[config.mk]
export PLATFORM = sky130hd
export DESIGN_NAME = spi_slave_reg_ctrl
export DESIGN_NICKNAME = d
export VERILOG_FILES = /design/src/rtl/spi_slave_pkg.sv /design/src/rtl/spi_slave_reg_ctrl.sv
export SDC_FILE = /design/constraint.sdc
export NUM_CORES = 1
export LEC_CHECK = 0
export ABC_AREA = 1
export CAP_MARGIN = 0
export CORE_ASPECT_RATIO = 0.75
export CORE_MARGIN = 3
export CORE_UTILIZATION = 42
export DETAILED_ROUTE_END_ITERATION = 7
export HOLD_SLACK_MARGIN = 0.08
export PLACE_DENSITY = 0.83
export REMOVE_ABC_BUFFERS = 1
export SLEW_MARGIN = 20
export SYNTH_ARGS = -nofsm -noshare
export SYNTH_HDL_FRONTEND = slang
export SYNTH_SLANG_ARGS = --single-unit
[constraint.sdc]
create_clock -name sclk -period 2.5 [get_ports sclk]
set_clock_uncertainty 0.2 [all_clocks]
set_input_delay 0.375 -clock sclk [delete_from_list [all_inputs] [get_ports sclk]]
set_output_delay 0.375 -clock sclk [all_outputs]
set_load 0.02 [all_outputs]
[src/rtl/spi_slave_pkg.sv]
// Shared definitions for the SPI slave register controller.
//   OPC_WRITE / OPC_READ : command opcodes carried in command byte bits [7:2]
//   state_e              : controller FSM states
package spi_slave_pkg;

    localparam int unsigned OPC_W  = 6;
    localparam int unsigned ADDR_W = 2;

    localparam logic [OPC_W-1:0] OPC_WRITE = 6'b110000;
    localparam logic [OPC_W-1:0] OPC_READ  = 6'b100000;

    typedef enum logic [1:0] {
        IDLE   = 2'd0,
        WRITE  = 2'd1,
        READ   = 2'd2,
        IGNORE = 2'd3
    } state_e;

endpackage

[src/rtl/spi_slave_reg_ctrl.sv]
// SPI slave command decoder driving a 4-entry register file.
// A command byte (opcode[7:2], start addr[1:0]) selects a write burst, a read
// burst, or an ignored transaction; the start address auto-increments mod 4.
// Ports:
//   sclk, rst                 clock, async active-high reset
//   csn                       chip select (active-low), ends a transaction
//   rx_data, rx_valid         received byte strobe
//   tx_data, tx_valid, tx_ready  byte offered for transmission (READ only)
//   reg_wr_addr/data/valid    registered write port, 1 cycle after rx byte
//   reg_rd_addr, reg_rd_data  read port, address follows the burst pointer
//   cmd_error                 one-cycle pulse on an unrecognised opcode
module spi_slave_reg_ctrl
    import spi_slave_pkg::*;
#(
    parameter int unsigned REG_SIZE = 8
) (
    input  logic                sclk,
    input  logic                rst,
    input  logic                csn,
    input  logic [REG_SIZE-1:0] rx_data,
    input  logic                rx_valid,
    output logic [REG_SIZE-1:0] tx_data,
    output logic                tx_valid,
    input  logic                tx_ready,
    output logic [ADDR_W-1:0]   reg_wr_addr,
    output logic [REG_SIZE-1:0] reg_wr_data,
    output logic                reg_wr_valid,
    output logic [ADDR_W-1:0]   reg_rd_addr,
    input  logic [REG_SIZE-1:0] reg_rd_data,
    output logic                cmd_error
);

    state_e              state_q, state_d;
    logic [ADDR_W-1:0]   addr_q, addr_d;
    logic                wr_valid_d;
    logic [ADDR_W-1:0]   wr_addr_d;
    logic [REG_SIZE-1:0] wr_data_d;
    logic                cmd_error_d;
    logic [OPC_W-1:0]    opcode_c;

    assign opcode_c = rx_data[7:2];

    // State, burst pointer and registered write/error outputs
    always_ff @(posedge sclk or posedge rst) begin
        if (rst) begin
            state_q      <= IDLE;
            addr_q       <= '0;
            reg_wr_valid <= 1'b0;
            reg_wr_addr  <= '0;
            reg_wr_data  <= '0;
            cmd_error    <= 1'b0;
        end else begin
            state_q      <= state_d;
            addr_q       <= addr_d;
            reg_wr_valid <= wr_valid_d;
            reg_wr_addr  <= wr_addr_d;
            reg_wr_data  <= wr_data_d;
            cmd_error    <= cmd_error_d;
        end
    end

    // Next-state and next-output decode; csn high wins over everything
    always_comb begin
        state_d     = state_q;
        addr_d      = addr_q;
        wr_valid_d  = 1'b0;
        wr_addr_d   = reg_wr_addr;
        wr_data_d   = reg_wr_data;
        cmd_error_d = 1'b0;

        if (csn) begin
            state_d = IDLE;
        end else begin
            case (state_q)
                IDLE: begin
                    if (rx_valid) begin
                        addr_d = rx_data[ADDR_W-1:0];
                        if (opcode_c == OPC_WRITE) begin
                            state_d = WRITE;
                        end else if (opcode_c == OPC_READ) begin
                            state_d = READ;
                        end else begin
                            state_d     = IGNORE;
                            cmd_error_d = 1'b1;
                        end
                    end
                end
                WRITE: begin
                    if (rx_valid) begin
                        wr_valid_d = 1'b1;
                        wr_addr_d  = addr_q;
                        wr_data_d  = rx_data;
                        addr_d     = addr_q + ADDR_W'(1);
                    end
                end
                READ: begin
                    // rx bytes here are full-duplex dummies and are dropped
                    if (tx_ready) begin
                        addr_d = addr_q + ADDR_W'(1);
                    end
                end
                IGNORE: begin
                    state_d = IGNORE;
                end
                default: begin
                    state_d = IDLE;
                end
            endcase
        end
    end

    // Read data is offered combinationally from the register file
    assign tx_valid    = (state_q == READ);
    assign tx_data     = tx_valid ? reg_rd_data : '0;
    assign reg_rd_addr = addr_q;

endmodule

; ---- Word level (Yosys, flattened, before mapping)
; Index checks and enable logic that the tools add are counted.
[word_totals]
ff_bits = 16
in_bits = 21
out_inout_bits = 23
elab_cells = 41
[op_classes]
add_sub_neg = 1
n_eq_ne = 9
muxes = 18
bitwise = 1
n_reduce_logical = 6
[ops]
columns = op, count
row1 = $eq A6 B6 Y1 const B, 2
row2 = $mux W2, 6
row3 = $mux W1, 9
row4 = $mux W8, 1
row5 = $pmux W2 S3, 1
row6 = $reduce_bool A3 Y1, 2
row7 = $reduce_and A5 Y1, 1
row8 = $eq A2 B2 Y1 const B, 2
row9 = $ne A2 B2 Y1 const B, 2
row10 = $pmux W2 S2, 1
row11 = $ne A3 B3 Y1 const B, 1
row12 = $reduce_and A3 Y1, 1
row13 = $add A2 B1 Y2 const B, 1
row14 = $eq A2 B1 Y1 const B, 1
row15 = $logic_not A2 Y1, 1
row16 = $ne A2 B1 Y1 const B, 1
row17 = $reduce_and A2 Y1, 1
row18 = $not A1 Y1, 1

; ---- Logic depth before layout (Yosys ltp)
; Gate-level depths: netlist of run 1.
[depth]
ltp_word = 6
depth_mapped = 8
ltp_nobuf = 7

; ---- Least setup slack after synthesis of run 1
; Ideal clock, no wire load.
[synth_path]
path_type = register -> output
start = reg state_q[0]
end = out tx_data[0]
arrival_ps = 1113
required_ps = 1925
setup_slack_ps = 812
stages_incl_launch_ff = 6
path_buffers = 1
path_cell_list = dfrtp_1 > inv_1 > ha_1 > buf_6 > nand2_1 > inv_1
[synth_between]
elab_chain_len = 2
[synth_rtl]
columns = item, line
row1 = from (decl), spi_slave_reg_ctrl.sv:33  ; state_e state_q, state_d;
row2 = from (signal assigned), spi_slave_reg_ctrl.sv:53  ; state_q <= state_d;
row3 = $eq A2 B2 Y1, spi_slave_reg_ctrl.sv:113  ; assign tx_valid = (state_q == READ);
row4 = named net tx_valid, spi_slave_reg_ctrl.sv:23  ; output logic tx_valid,
row5 = $mux W8, spi_slave_reg_ctrl.sv:114  ; assign tx_data = tx_valid ? reg_rd_data : '0;
row6 = to (decl), spi_slave_reg_ctrl.sv:22  ; output logic [REG_SIZE-1:0] tx_data,
; The timed path passes the listed nets, and every way through them passes these cells.

; ---- Worst setup path in the final report of run 1
[layout_path]
start = reg state_q[0]
end = out tx_data[2]
[layout_between]
elab_chain_len = 2
[layout_rtl]
columns = item, line
row1 = $eq A2 B2 Y1, spi_slave_reg_ctrl.sv:113
row2 = $mux W8, spi_slave_reg_ctrl.sv:114
; Every way passes these cells.

==> results of run 1 <==
-- worst max-delay path, stage by stage (launching register included) --
cell             delay [ps]
dfrtp_1                 450
inv_1                   150
ha_4                    210
nand2_1                  70
inv_1                    60
clkdlybuf4s50_1         600
-- sequential cells by signal (all words and copies together), names as in the netlist --
register and count:
reg_wr_valid 1, cmd_error 1, reg_wr_addr 2, reg_wr_data 8, state_q 2, reg_rd_addr 2
-- per-layer routing --
layer | vias to the layer above | GRT usage [%] | part of all wire (%)
met3 | 2 | 5.099 | 6.0
met2 | 33 | 32.60 | 52
met1 | 413 | 20.38 | 41
met4 | 0 | 4.072 | 0.90
li1 | 445 | - | -
met5 | - | 0 | 0
-- repair_timing --
item / CTS / global route
pin swaps: 0 / 0
gates cloned: 0 / 0
hold buffers: 0 / 0
gates resized for setup: 1 / 4
endpoints found under the setup margin: 4 / 6
-- kinds of logic after synthesis --
logic type	count (synthesis)	synth area share, %
AND/OR/NAND/NOR	69	31.17
buffers and inverters	23	11.42
flip-flops	16	45.13
AO/OA/AOI/OAI	7	5.219
adder cells (fa/ha/maj)	5	7.052
-- cells in the mapped netlist --
cell type / instances / area (um2)
nand2_1: 54 / 202.7
inv_1: 20 / 75.07
dfrtp_1: 16 / 400.4
nor2_1: 6 / 22.52
ha_1: 5 / 62.56
nand3_1: 4 / 20.02
o21ai_0: 4 / 20.02
o21ai_2: 3 / 26.28
buf_6: 2 / 22.52
nand4_1: 2 / 12.51
nor2_2: 2 / 12.51
inv_2: 1 / 3.750
nand2_2: 1 / 6.260
-- worst max-delay path by stage --
stage                     slack [ps]       start         end  depth (start not counted)
after floorplan                  800  state_q[0]  tx_data[0]                          4
after global placement           350  state_q[0]  tx_data[1]                          5
after detailed placement         290  state_q[0]  tx_data[7]                          5
after CTS                         60  state_q[0]  tx_data[7]                          5
after global routing              20  state_q[0]  tx_data[2]                          5
final                            100  state_q[0]  tx_data[2]                          5
-- power groups by stage --
stage	combinational (mW)	sequential [mW]	clock, mW
after floorplan	0.331	0.576	0
after global placement	0.817	0.449	0
after detailed placement	0.831	0.457	0
after CTS	0.843	0.455	0.175
after global routing	0.922	0.473	0.188
final	0.849	0.459	0.172
-- metrics by stage --
step	std cells	instance area, um2	util (%)	worst slack (ps)
detailed placement	183	1323	71.32	285.4
global placement	183	1323	71.32	346.6
CTS	187	1361	73.41	59.24
finish	187	1379	74.36	96.29
global route	187	1379	74.36	24.00
floorplan	118	864.6	-	802.1
-- layout make-up --
type	instances	area (um2)	area share, %
Timing Repair Buffer	43	437.9	31.76
Sequential cell	16	400.4	29.04
Multi-Input combinational cell	81	397.9	28.86
Inverter	21	78.83	5.717
Clock buffer	4	36.28	2.632
Tap cell	22	27.53	1.996
==> out/qor.csv, run 1 <==
metric,value,unit
status,finished clean,
routed vias,893,
Site Rows,13,
fillers,146,
DR vias/cell,4.775,
"Area growth, synth to finish",55.43,%
switching power,0.6337,mW
worst r2r path cells,6,
IO Count,44,
post-synthesis cell type count,13,
Comb pwr share,57.3,%
Worst Hold Class,in2async,
crit path launch type,register,
vias in the first global route,844,
Int Pwr,0.8462,mW
Clock Root Buffer,clkbuf_4,
"flops & latches, synth",16,
Bufs on Longest Clock Path,2,
RSZ-0062 raised after global routing,false,
Tot Pwr,1.480,mW
max_slew headroom,59.97,%
Mean Syn Cell Area,7.393,um2
CTS clock-pin slew for the worst setup and hold paths,90,ps
R2R Setup Slk,790,ps
worst r2r dst,state_q[1],
maximum clock frequency,416.0,MHz
element type at the critical path end,output port,
Tot GR Track Use,17.69,%
DRT Pass-1 Iters,4,
synthesized area,887.1,um2
overflow left after global routing,0,
full die area,0.002705,mm2
number of diodes,0,
Reg power frac,31.0,%
CTS Buf Count,3,
H-tree lvl count,1,
final setup violation count,0,
max-slew violations,0,
first-pass GRT wire length,3.519,mm
Clock Sinks,16,
period utilisation layout,96.15,%
CP arrival,1830,ps
data required time of the worst path,1920,ps
layout cells sized above 1,7.273,%
initial core utilization,47.84,%
register area share after synthesis,45.13,%
clk_lat worst skew,290,ps
P per Cell Area,1073,mW/mm2
Post-CTS Setup Inserts,0,
Final GP Congestion,0.7675,
Die W,59.07,um
Die Ht,45.80,um
Final nets,192,
clock period minus worst slack,2404,ps
Final TNS setup,0,ps
initial antenna violation count,0,
DR iter-0 viols,19,
final WL,2.345,mm
WL per Instance,12.54,um
slew at the pin closest to its max-slew limit,599.9,ps
# Max-Cap Violations,0,
FF-to-FF Start,state_q[1],
Setup CP Type,reg2out,
DRC viols,0,
Clock Power Share,11.6,%
Yosys warnings,0,
largest net degree at the start of global routing,17,
Hold Slack,242.8,ps
"commonest non-fill, non-tap cell in the layout",nand2_1,
core area,0.001854,mm2
Sw Share,42.82,%
Final HPWL DP,1.831,mm
Worst Path Max Fanout,10,
Leak,0.7830,nW
port buffer count,43,
worst vdd ir,728.8,uV
cells after synthesis,120,
CTS tree,done,
Hold Fails Final Rpt,0,
post-route ant nets,0,
most frequent cells in the layout,"54 x nand2_1, 40 x clkdlybuf4s50_1, 20 x inv_1",
Note: power is estimated with default switching activity, not from simulation.
==> inputs of run 2 (changes only) <==
--- a/config.mk
+++ b/config.mk
@@ -11,6 +11,7 @@
 export CORE_MARGIN = 3
-export CORE_UTILIZATION = 42
+export CORE_UTILIZATION = 44
+export CTS_BUF_LIST = sky130_fd_sc_hd__clkbuf_8
 export DETAILED_ROUTE_END_ITERATION = 7
 export HOLD_SLACK_MARGIN = 0.08
-export PLACE_DENSITY = 0.83
+export PLACE_DENSITY = 0.87
 export REMOVE_ABC_BUFFERS = 1
--- a/constraint.sdc
+++ b/constraint.sdc
@@ -4,2 +4,2 @@
 set_output_delay 0.375 -clock sclk [all_outputs]
-set_load 0.02 [all_outputs]
+set_load 0.05 [all_outputs]
==> out/qor.csv, run 2 (synthesis gave the netlist of run 1 again) <==
metric,value,unit
final setup violation count,0,
worst vdd ir,909.3,uV
Post-CTS Setup Inserts,0,
initial antenna violation count,0,
port buffer count,43,
Bufs on Longest Clock Path,2,
Util after Layout,73.63,%
IO Count,44,
CTS Buf Count,3,
largest net degree at the start of global routing,17,
CP arrival,1470,ps
Tot GR Track Use,17.11,%
max-slew violations,0,
Clock Root Buffer,clkbuf_8,
clk_lat worst skew,240,ps
Setup CP Type,reg2out,
Final HPWL DP,1.732,mm
Final TNS setup,0,ps
max reg flops,8,
Die W,57.85,um
Die Ht,44.89,um
"Area growth, synth to finish",51.20,%
number of diodes,0,
H-tree lvl count,1,
CP max stage cell,dfrtp_1,
period utilisation layout,81.73,%
"most used cell, CP",inv_1,
Site Rows,13,
full die area,0.002596,mm2
DRT Pass-1 Iters,5,
layout cells sized above 1,11.59,%
post-cts resize count,0,
initial core utilization,48.70,%
fillers,149,
cell total after placement,183,
max_slew headroom,60.12,%
slew at the pin closest to its max-slew limit,597.5,ps
Worst Hold Class,reg2reg,
Crit path largest cell delay,430,ps
maximum clock frequency,489.4,MHz
crit-path cells,inv_1 -> ha_1 -> nand2_1 -> inv_1 -> buf_4,
"commonest non-fill, non-tap cell in the layout",nand2_1,
most frequent cells in the layout,"54 x nand2_1, 34 x clkdlybuf4s50_1, 20 x inv_1",
overflow left after global routing,0,
WL per Instance,11.18,um
Leak,0.7490,nW
Worst Path Max Fanout,10,
DR vias/cell,4.720,
Clock Sinks,16,
vias in the first global route,848,
data required time of the worst path,1920,ps
post-route ant nets,0,
element type at the critical path end,output port,
core area,0.001822,mm2
P per Cell Area,1319,mW/mm2
RSZ-0062 raised after global routing,false,
CTS tree,done,
hold buffers post-CTS,0,
Final GP Congestion,0.7643,
Biggest register,reg_wr_data,
DRC viols,0,
# Max-Cap Violations,0,
clock period minus worst slack,2043,ps
CTS clock-pin slew for the worst setup and hold paths,60,ps
final WL,2.079,mm
first-pass GRT wire length,3.408,mm
Non-Filler Instances,186,
status,finished clean,
routed vias,878,
Hold Fails Final Rpt,0,
Final Cell Area,0.001341,mm2
Post-Place Cell Area,0.001300,mm2
Final nets,192,
DR iter-0 viols,33,
crit path launch type,register,
run 2: layout make-up:
cell class	instances	area (um2)	area share, %
tap	22	27.53	2.052
inverter	21	78.83	5.877
multi-input combinational	81	385.4	28.73
timing repair buffer	43	407.9	30.41
clock buffer	3	41.29	3.078
sequential	16	400.4	29.85
run 2: metal layers:
metal	routed length (um)	share of wire, %	global-route usage, %	vias up
met4	12	0.58	4.167	0
met3	206	9.9	3.714	2
li1	-	-	-	443
met5	0	0	0	-
met1	861	41	20.00	388
met2	998	48	32.21	45
run 2: worst max-delay path, delay by kind of cell (launching register included):
| kind | cells | cell delay [ps] |
|---|---|---|
| simple gates | 1 | 90 |
| buf+inv | 3 | 360 |
| fa+ha+maj | 1 | 340 |
| flops | 1 | 430 |
run 2: final timing paths:
check | from | to | slack, ps | depth (start not counted)
worst max-delay path | state_q[0] | tx_data[6] | 460 | 5
worst min-delay path | reg_wr_data[0] | reg_wr_data[0] | 280 | 2
worst max register to register | state_q[0] | state_q[1] | 860 | 6
worst min register to register | reg_wr_data[0] | reg_wr_data[0] | 280 | 2
max in group asynchronous | rst | state_q[0] | 1420 | 2
min in group asynchronous | rst | reg_wr_data[1] | 290 | 2
run 2: where the power goes:
part | total [mW] | internal [mW] | switching, mW
Sequential | 0.454 | 0.375 | 0.0786
Combinational | 1.13 | 0.362 | 0.765
Clock | 0.188 | 0.107 | 0.0816
Total | 1.77 | 0.844 | 0.925
run 2: metrics by stage:
| stage | setup WS, ps | hold slack [ps] | total power [mW] |
|---|---|---|---|
| floorplan | 409.5 | 88.74 | 1.220 |
| global placement | 724.1 | 264.1 | 1.560 |
| detailed placement | 659.0 | 269.4 | 1.595 |
| CTS | 433.0 | 286.1 | 1.787 |
| global route | 355.3 | 300.6 | 1.871 |
| finish | 456.7 | 280.0 | 1.769 |
